## src/rtl/baud_sched_if.sv

```systemverilog
// Register-bus and tick-enable bundle between the CPU/UART side and baud_sched.
// The master side drives configuration and busy status; the slave side returns ticks and read data.
interface baud_sched_if #(
    parameter int CNT_W = 16
);
    logic             cfg_we;
    logic             cfg_re;
    logic [1:0]       cfg_addr;
    logic [CNT_W-1:0] cfg_wdata;
    logic [CNT_W-1:0] cfg_rdata;
    logic             uart_busy;
    logic             tick_os;
    logic             tick_bit;
    logic             running;

    modport master (
        output cfg_we,
        output cfg_re,
        output cfg_addr,
        output cfg_wdata,
        output uart_busy,
        input  cfg_rdata,
        input  tick_os,
        input  tick_bit,
        input  running
    );

    modport slave (
        input  cfg_we,
        input  cfg_re,
        input  cfg_addr,
        input  cfg_wdata,
        input  uart_busy,
        output cfg_rdata,
        output tick_os,
        output tick_bit,
        output running
    );
endinterface

```

## src/rtl/baud_sched.sv

```systemverilog
// Programmable baud-tick scheduler: oversample and bit tick enables from a divisor,
// with divisor changes deferred to an idle bit boundary so no bit mixes two rates.
module baud_sched #(
    parameter int CNT_W       = 16,
    parameter int DEFAULT_DIV = 54,
    parameter int OVERSAMPLE  = 16
) (
    input  logic         clk_in,
    input  logic         rst,
    baud_sched_if.slave  bus
);
    localparam int PH_W = $clog2(OVERSAMPLE);
    localparam logic [PH_W-1:0]  PH_LAST   = PH_W'(OVERSAMPLE - 1);
    localparam logic [CNT_W-1:0] DIV_MIN   = CNT_W'(2);
    localparam logic [CNT_W-1:0] DIV_RESET = CNT_W'(DEFAULT_DIV);

    localparam logic [1:0] ADDR_DIV    = 2'd0;
    localparam logic [1:0] ADDR_CTRL   = 2'd1;
    localparam logic [1:0] ADDR_STATUS = 2'd2;
    localparam logic [1:0] ADDR_ACTIVE = 2'd3;

    typedef enum logic [1:0] {
        ST_IDLE      = 2'd0,
        ST_RUN       = 2'd1,
        ST_WAIT_SWAP = 2'd2
    } state_t;

    state_t            state_r;
    logic [CNT_W-1:0]  active_div_r;
    logic [CNT_W-1:0]  pending_div_r;
    logic [CNT_W-1:0]  cnt_r;
    logic [PH_W-1:0]   phase_r;
    logic              enable_r;
    logic [CNT_W-1:0]  rdata_r;

    logic              running_s;
    logic              tick_os_s;
    logic              tick_bit_s;
    logic              div_wr_s;
    logic              ctrl_wr_s;
    logic              swap_s;
    logic [CNT_W-1:0]  cnt_next_s;
    logic [PH_W-1:0]   phase_next_s;
    logic [CNT_W-1:0]  rdata_s;
    logic [CNT_W-1:0]  wdiv_s;

    // Divisors below 2 would make the tick permanently high, so they are raised to 2.
    function automatic logic [CNT_W-1:0] clamp_div(input logic [CNT_W-1:0] value);
        logic [CNT_W-1:0] result;
        if (value < DIV_MIN) begin
            result = DIV_MIN;
        end else begin
            result = value;
        end
        return result;
    endfunction

    // Tick decode and bus write decode.
    always_comb begin
        running_s  = (state_r != ST_IDLE);
        tick_os_s  = running_s && (cnt_r == (active_div_r - CNT_W'(1)));
        tick_bit_s = tick_os_s && (phase_r == PH_LAST);
        div_wr_s   = bus.cfg_we && (bus.cfg_addr == ADDR_DIV);
        ctrl_wr_s  = bus.cfg_we && (bus.cfg_addr == ADDR_CTRL);
        swap_s     = (state_r == ST_WAIT_SWAP) && tick_bit_s && !bus.uart_busy;
        wdiv_s     = clamp_div(bus.cfg_wdata);
    end

    // Free-running counter successors while the scheduler is active.
    always_comb begin
        cnt_next_s   = cnt_r + CNT_W'(1);
        phase_next_s = phase_r;
        if (tick_os_s) begin
            cnt_next_s = {CNT_W{1'b0}};
            if (phase_r == PH_LAST) begin
                phase_next_s = {PH_W{1'b0}};
            end else begin
                phase_next_s = phase_r + PH_W'(1);
            end
        end else begin
            phase_next_s = phase_r;
        end
    end

    // Register read multiplexer.
    always_comb begin
        rdata_s = {CNT_W{1'b0}};
        case (bus.cfg_addr)
            ADDR_DIV:    rdata_s = pending_div_r;
            ADDR_CTRL:   rdata_s = {{(CNT_W-1){1'b0}}, enable_r};
            ADDR_STATUS: rdata_s = {{(CNT_W-3){1'b0}}, bus.uart_busy, running_s,
                                    (state_r == ST_WAIT_SWAP)};
            ADDR_ACTIVE: rdata_s = active_div_r;
            default:     rdata_s = {CNT_W{1'b0}};
        endcase
    end

    // Scheduler state machine, divisor bookkeeping and registered read data.
    always_ff @(posedge clk_in or posedge rst) begin
        if (rst) begin
            state_r       <= ST_IDLE;
            active_div_r  <= DIV_RESET;
            pending_div_r <= {CNT_W{1'b0}};
            cnt_r         <= {CNT_W{1'b0}};
            phase_r       <= {PH_W{1'b0}};
            enable_r      <= 1'b0;
            rdata_r       <= {CNT_W{1'b0}};
        end else begin
            if (bus.cfg_re) begin
                rdata_r <= rdata_s;
            end
            if (ctrl_wr_s) begin
                enable_r <= bus.cfg_wdata[0];
            end
            case (state_r)
                ST_IDLE: begin
                    cnt_r   <= {CNT_W{1'b0}};
                    phase_r <= {PH_W{1'b0}};
                    if (div_wr_s) begin
                        active_div_r <= wdiv_s;
                    end
                    if (ctrl_wr_s && bus.cfg_wdata[0]) begin
                        state_r <= ST_RUN;
                    end
                end
                ST_RUN: begin
                    if (ctrl_wr_s && !bus.cfg_wdata[0]) begin
                        state_r <= ST_IDLE;
                        cnt_r   <= {CNT_W{1'b0}};
                        phase_r <= {PH_W{1'b0}};
                    end else begin
                        cnt_r   <= cnt_next_s;
                        phase_r <= phase_next_s;
                        if (div_wr_s) begin
                            pending_div_r <= wdiv_s;
                            state_r       <= ST_WAIT_SWAP;
                        end
                    end
                end
                ST_WAIT_SWAP: begin
                    if (ctrl_wr_s && !bus.cfg_wdata[0]) begin
                        // Disabling commits the pending divisor so it is in force on re-enable.
                        active_div_r <= pending_div_r;
                        state_r      <= ST_IDLE;
                        cnt_r        <= {CNT_W{1'b0}};
                        phase_r      <= {PH_W{1'b0}};
                    end else if (swap_s) begin
                        active_div_r <= pending_div_r;
                        cnt_r        <= {CNT_W{1'b0}};
                        phase_r      <= {PH_W{1'b0}};
                        if (div_wr_s) begin
                            pending_div_r <= wdiv_s;
                        end else begin
                            state_r <= ST_RUN;
                        end
                    end else begin
                        cnt_r   <= cnt_next_s;
                        phase_r <= phase_next_s;
                        if (div_wr_s) begin
                            pending_div_r <= wdiv_s;
                        end
                    end
                end
                default: begin
                    state_r <= ST_IDLE;
                    cnt_r   <= {CNT_W{1'b0}};
                    phase_r <= {PH_W{1'b0}};
                end
            endcase
        end
    end

    assign bus.cfg_rdata = rdata_r;
    assign bus.tick_os   = tick_os_s;
    assign bus.tick_bit  = tick_bit_s;
    assign bus.running   = running_s;
endmodule

```

## src/flat_wrapper.sv

```systemverilog
// flat-port wrapper written by rule: the top's interface ports become plain ports
module baud_sched_flat 
#(
    parameter int CNT_W       = 16,
    parameter int DEFAULT_DIV = 54,
    parameter int OVERSAMPLE  = 16
)
  (clk_in, rst, bus_cfg_we, bus_cfg_re, bus_cfg_addr, bus_cfg_wdata, bus_uart_busy, bus_cfg_rdata, bus_tick_os, bus_tick_bit, bus_running);
  baud_sched_if #(.CNT_W(CNT_W)) bus_i ();
  input  logic clk_in;
  input  logic rst;
  input wire logic [$bits(bus_i.cfg_we)-1:0] bus_cfg_we;
  input wire logic [$bits(bus_i.cfg_re)-1:0] bus_cfg_re;
  input wire logic [$bits(bus_i.cfg_addr)-1:0] bus_cfg_addr;
  input wire logic [$bits(bus_i.cfg_wdata)-1:0] bus_cfg_wdata;
  input wire logic [$bits(bus_i.uart_busy)-1:0] bus_uart_busy;
  output wire logic [$bits(bus_i.cfg_rdata)-1:0] bus_cfg_rdata;
  output wire logic [$bits(bus_i.tick_os)-1:0] bus_tick_os;
  output wire logic [$bits(bus_i.tick_bit)-1:0] bus_tick_bit;
  output wire logic [$bits(bus_i.running)-1:0] bus_running;
  assign bus_i.cfg_we = bus_cfg_we;
  assign bus_i.cfg_re = bus_cfg_re;
  assign bus_i.cfg_addr = bus_cfg_addr;
  assign bus_i.cfg_wdata = bus_cfg_wdata;
  assign bus_i.uart_busy = bus_uart_busy;
  assign bus_cfg_rdata = bus_i.cfg_rdata;
  assign bus_tick_os = bus_i.tick_os;
  assign bus_tick_bit = bus_i.tick_bit;
  assign bus_running = bus_i.running;
  baud_sched #(.CNT_W(CNT_W), .DEFAULT_DIV(DEFAULT_DIV), .OVERSAMPLE(OVERSAMPLE)) u_core (.clk_in(clk_in), .rst(rst), .bus(bus_i));
endmodule
```

## config.mk

```make
export PLATFORM = sky130hd
export DESIGN_NAME = baud_sched_flat
export DESIGN_NICKNAME = d
export VERILOG_FILES = /design/src/rtl/baud_sched_if.sv /design/src/rtl/baud_sched.sv /design/src/flat_wrapper.sv
export SDC_FILE = /design/constraint.sdc
export NUM_CORES = 1
export LEC_CHECK = 0
export BUFFER_PORTS_ARGS = -buffer_cell sky130_fd_sc_hd__buf_2
export CAP_MARGIN = 20
export CORE_AREA = 2 2 93 95
export CTS_BUF_LIST = sky130_fd_sc_hd__clkbuf_8
export DETAILED_ROUTE_END_ITERATION = 8
export DIE_AREA = 0 0 95 97
export PLACE_DENSITY_LB_ADDON = 0.2
export SYNTH_ARGS = -nofsm -noshare
export SYNTH_HDL_FRONTEND = slang
export SYNTH_SLANG_ARGS = --single-unit
```

## constraint.sdc

```tcl
create_clock -name clk_in -period 3.1 [get_ports clk_in]
set_input_delay 0.155 -clock clk_in [delete_from_list [all_inputs] [get_ports clk_in]]
set_output_delay 0.155 -clock clk_in [all_outputs]
set_load 0.01 [all_outputs]
```

==> results_tabular.tex <==
\begin{tabular}{lr}
\hline
Metric & Value \\
\hline
\multicolumn{2}{l}{\textbf{Status}} \\
Status & finished, violations left \\
Failing checks & setup timing \\
\multicolumn{2}{l}{\textbf{Cells and area}} \\
Ratio of cells with drive above 1 in the final layout & 0.344 \\
Count of antenna diodes in the layout & 0 \\
Area Overhead vs Synth & 21.8\% \\
Number of nets in the finished design & 493 \\
\multicolumn{2}{l}{\textbf{Drt}} \\
Detailed-router iteration count before antenna repair & 4 \\
DRC marker count from the first detailed-route iteration & approximately 130 \\
Via density per instance & approximately 5.6 \\
DR vias & 3198 \\
Avg WL per Cell & between 15 and 20 um \\
Remaining number of nets flagged by the antenna check after routing & 0 \\
Drc violations & 0 \\
Wire length reported by the detailed router & approximately 9600 um \\
\multicolumn{2}{l}{\textbf{Global routing}} \\
Number of global-route vias before repair & between 3000 and 4000 \\
Wire length of the first global-routing pass & between 15000 and 20000 um \\
Maximum number of pins on one net before global-route repair & 46 \\
Total Routing Usage GR & 0.219 \\
Total global routing overflow & 0 \\
Initial antenna violation count & 0 \\
\multicolumn{2}{l}{\textbf{Yosys}} \\
Post-synthesis register bit count & just over 70 \\
Yosys cell types & 52 \\
Main synth FF type & sky130\_fd\_sc\_hd\_\_dfrtp\_1 \\
Post-synth EDFFs & 0 \\
Number of instances in the synthesized netlist & 394 \\
Number of warnings reported in the yosys synthesis log & 0 \\
Post-synth net total & between 400 and 500 \\
Post-synth top area share & 0.417 \\
Netlist Area Pre-Place & between 4000 and 5000 um2 \\
Synth async-reset ratio & 1.00 \\
Largest cells by area after synthesis & sky130\_fd\_sc\_hd\_\_dfrtp\_1 42\%, sky130\_fd\_sc\_hd\_\_mux2\_2 10\%, sky130\_fd\_sc\_hd\_\_nor2\_1 4.8\% \\
Syn\_area\_per\_cell & approximately 10 um2 \\
Most frequent cell after synthesis & sky130\_fd\_sc\_hd\_\_dfrtp\_1 \\
Area leader, netlist & sky130\_fd\_sc\_hd\_\_dfrtp\_1 \\
Sequential-to-total area share from yosys stat & 0.443 \\
List of most frequent post-synthesis cells & 67 x sky130\_fd\_sc\_hd\_\_dfrtp\_1, 51 x sky130\_fd\_sc\_hd\_\_nor2\_1, 36 x sky130\_fd\_sc\_hd\_\_mux2\_2 \\
\multicolumn{2}{l}{\textbf{Setup path}} \\
Reg2Reg Setup Slack & -80 ps \\
CP Capture Type & output port \\
Category of the worst setup path launch point & flip-flop \\
Reg-to-reg critical path startpoint & u\_core.active\_div\_r[0] \\
Data arrival time of the critical path & roughly 3000 ps \\
CP max FO & 4 \\
Critical register-to-register path endpoint & u\_core.phase\_r[2] \\
Count of cells along the worst register-to-register path & 10 \\
Crit Path Class & reg2out \\
Worst Path Required & roughly 2900 ps \\
\multicolumn{2}{l}{\textbf{Timing}} \\
Post-Route Skew & roughly 10 ps \\
RSZ-0062 raised after global routing & yes \\
Minimum clock period & around 3200 ps \\
Worst-margin pin slew & approximately 770 ps \\
Peak Freq & between 300 and 400 MHz \\
Number of hold-slack violations in the final timing report & 0 \\
Setup-violating endpoint count in the final report & 14 \\
Relative slew slack & 0.483 \\
Final setup slack of the worst path & -108 ps \\
Tcrit/Tclk final & 1.03 \\
Final Max Slew Viols & 0 \\
\multicolumn{2}{l}{\textbf{Floorplanning}} \\
Site row count & 33 \\
Area enclosed by the die boundary & roughly 9200 um2 \\
Die Wd & roughly 95 um \\
I/O pin cnt & 42 \\
Floorplan die height & 97 um \\
Placeable core area & 8130 um2 \\
Initial Utilization & 0.494 \\
\multicolumn{2}{l}{\textbf{Pwr}} \\
Static leakage & approximately 2.1 nW \\
Pwr dens & between 800 and 900 nW/um2 \\
Total chip power & approximately 4.2 mW \\
Worst VDD drop & 0.337 mV \\
\multicolumn{2}{l}{\textbf{Placement}} \\
Gp weighted congestion & 0.809 \\
Worst-case setup slack after placement & -57.8 ps \\
Sum of net half-perimeters after detailed placement & 6850 um \\
\# port buffers & 41 \\
\multicolumn{2}{l}{\textbf{Hold path}} \\
WHS Endpoint & u\_core.pending\_div\_r[5] \\
Worst hold-check path type & in2reg \\
Launch point of the worst hold path & bus\_cfg\_wdata[5] \\
Cell depth of the worst hold path & 2 \\
\multicolumn{2}{l}{\textbf{Clock network}} \\
Clock Pin Slew Worst Setup and Hold Paths & approximately 90 ps \\
Root buffer cell & sky130\_fd\_sc\_hd\_\_clkbuf\_8 \\
TritonCTS clock tree & done \\
Clk Latency, worst-skew pair & approximately 360 ps \\
Clock sink count & 71 \\
H-tree depth reported by CTS & 3 \\
Clock Path Buffers & 2 \\
Number of buffers inserted during clock tree synthesis & 9 \\
\multicolumn{2}{l}{\textbf{Flow run}} \\
Maximum capacitance violations & 0 \\
\hline
\end{tabular}
worst max-delay path, cell delays in order, from the launching register on:
cell	delay, ps
sky130_fd_sc_hd__dfrtp_1	400
sky130_fd_sc_hd__inv_2	80
sky130_fd_sc_hd__ha_4	120
sky130_fd_sc_hd__or4b_4	460
sky130_fd_sc_hd__or4_4	430
sky130_fd_sc_hd__a211o_1	270
sky130_fd_sc_hd__a21o_1	190
sky130_fd_sc_hd__or4_4	530
sky130_fd_sc_hd__nor2_4	120
sky130_fd_sc_hd__buf_6	110
how the worst max path moves through the flow:
stage,from,endpoint,slack [ps],depth (start not counted)
finish,u_core.active_div_r[0],bus_tick_bit,-110,9
CTS,u_core.active_div_r[0],bus_tick_bit,-130,9
global route,u_core.active_div_r[0],u_core.state_r[0],-170,10
floorplan,u_core.active_div_r[0],u_core.active_div_r[15],-150,11
detailed placement,u_core.active_div_r[0],u_core.state_r[0],-60,7
global placement,u_core.active_div_r[0],u_core.state_r[0],-20,7
sequential cells by signal, summed over array words and instances (netlist names):
| signal | flops |
|---|---|
| u_core.state_r | 2 |
| u_core.enable_r | 1 |
| u_core.cnt_r | 16 |
| u_core.active_div_r | 16 |
| u_core.phase_r | 4 |
| u_core.bus.cfg_rdata | 16 |
| u_core.pending_div_r | 16 |
placed cells by master (no fill, tap or decap), types with 11 or more instances in the layout:
| master | n |
|---|---|
| sky130_fd_sc_hd__xor2_1 | 17 |
| sky130_fd_sc_hd__inv_1 | 11 |
| sky130_fd_sc_hd__a21oi_1 | 19 |
| sky130_fd_sc_hd__dfrtp_1 | 67 |
| sky130_fd_sc_hd__nand2_1 | 15 |
| sky130_fd_sc_hd__nand3_1 | 15 |
| sky130_fd_sc_hd__nor2_1 | 50 |
| sky130_fd_sc_hd__mux2_2 | 36 |
| sky130_fd_sc_hd__buf_4 | 38 |
| sky130_fd_sc_hd__xnor2_1 | 17 |
| sky130_fd_sc_hd__a22oi_1 | 15 |
| sky130_fd_sc_hd__buf_2 | 39 |
cell type report:
cell class | instances | area, um2
clock buffer | 9 | 124
clock inverter | 7 | 96.3
fill | 693 | 3240
inverter | 14 | 55.1
multi-input combinational | 284 | 2140
sequential | 71 | 1780
tap | 105 | 131
timing repair buffer | 83 | 564
power by group:
part	switching (mW)	internal (mW)	leakage, nW
clock	0.384	0.456	0.108
combinational	0.926	0.951	1.14
sequential	0.210	1.23	0.883
total	1.52	2.63	2.14
metrics by stage:
stage                     utilization  instances  setup TNS [ps]  hold slack, ps  cell area, um2
after CTS                       0.594        572           -1170            53.5            4830
after floorplan                     -        394            -986             294            4060
after detailed placement        0.558        549            -448             235            4540
after global routing            0.602        573           -3570            60.2            4890
final                           0.602        573            -492            54.2            4890
after global placement          0.558        549           -18.0             227            4540
cell families (layout without fill, tap and decap cells):
logic type | after synthesis | count (layout) | share of synthesized area
xor+xnor | 34 | 34 | 0.0741
mux | 52 | 52 | 0.153
simple gates | 122 | 122 | 0.149
compound gates | 69 | 69 | 0.118
flops | 71 | 71 | 0.443
fa+ha+maj | 7 | 7 | 0.0218
buf+inv | 39 | 113 | 0.0417
per-layer routing:
metal | share of wire | track usage
met4 | 0.013 | 0.0602
met3 | 0.034 | 0.0327
met2 | 0.48 | 0.361
met1 | 0.47 | 0.300
met5 | 0 | 0
repair_timing:
| action | 4_1_cts | 5_1_grt |
|---|---|---|
| endpoints found under the setup margin | 17 | 40 |
| buffers inserted | 6 | 1 |
| endpoints found under the hold margin | 67 | 0 |
| gates resized for setup | 5 | 9 |
| hold buffers | 1 | 0 |
| pin swaps | 3 | 4 |
(Power assumes the default switching activity.)
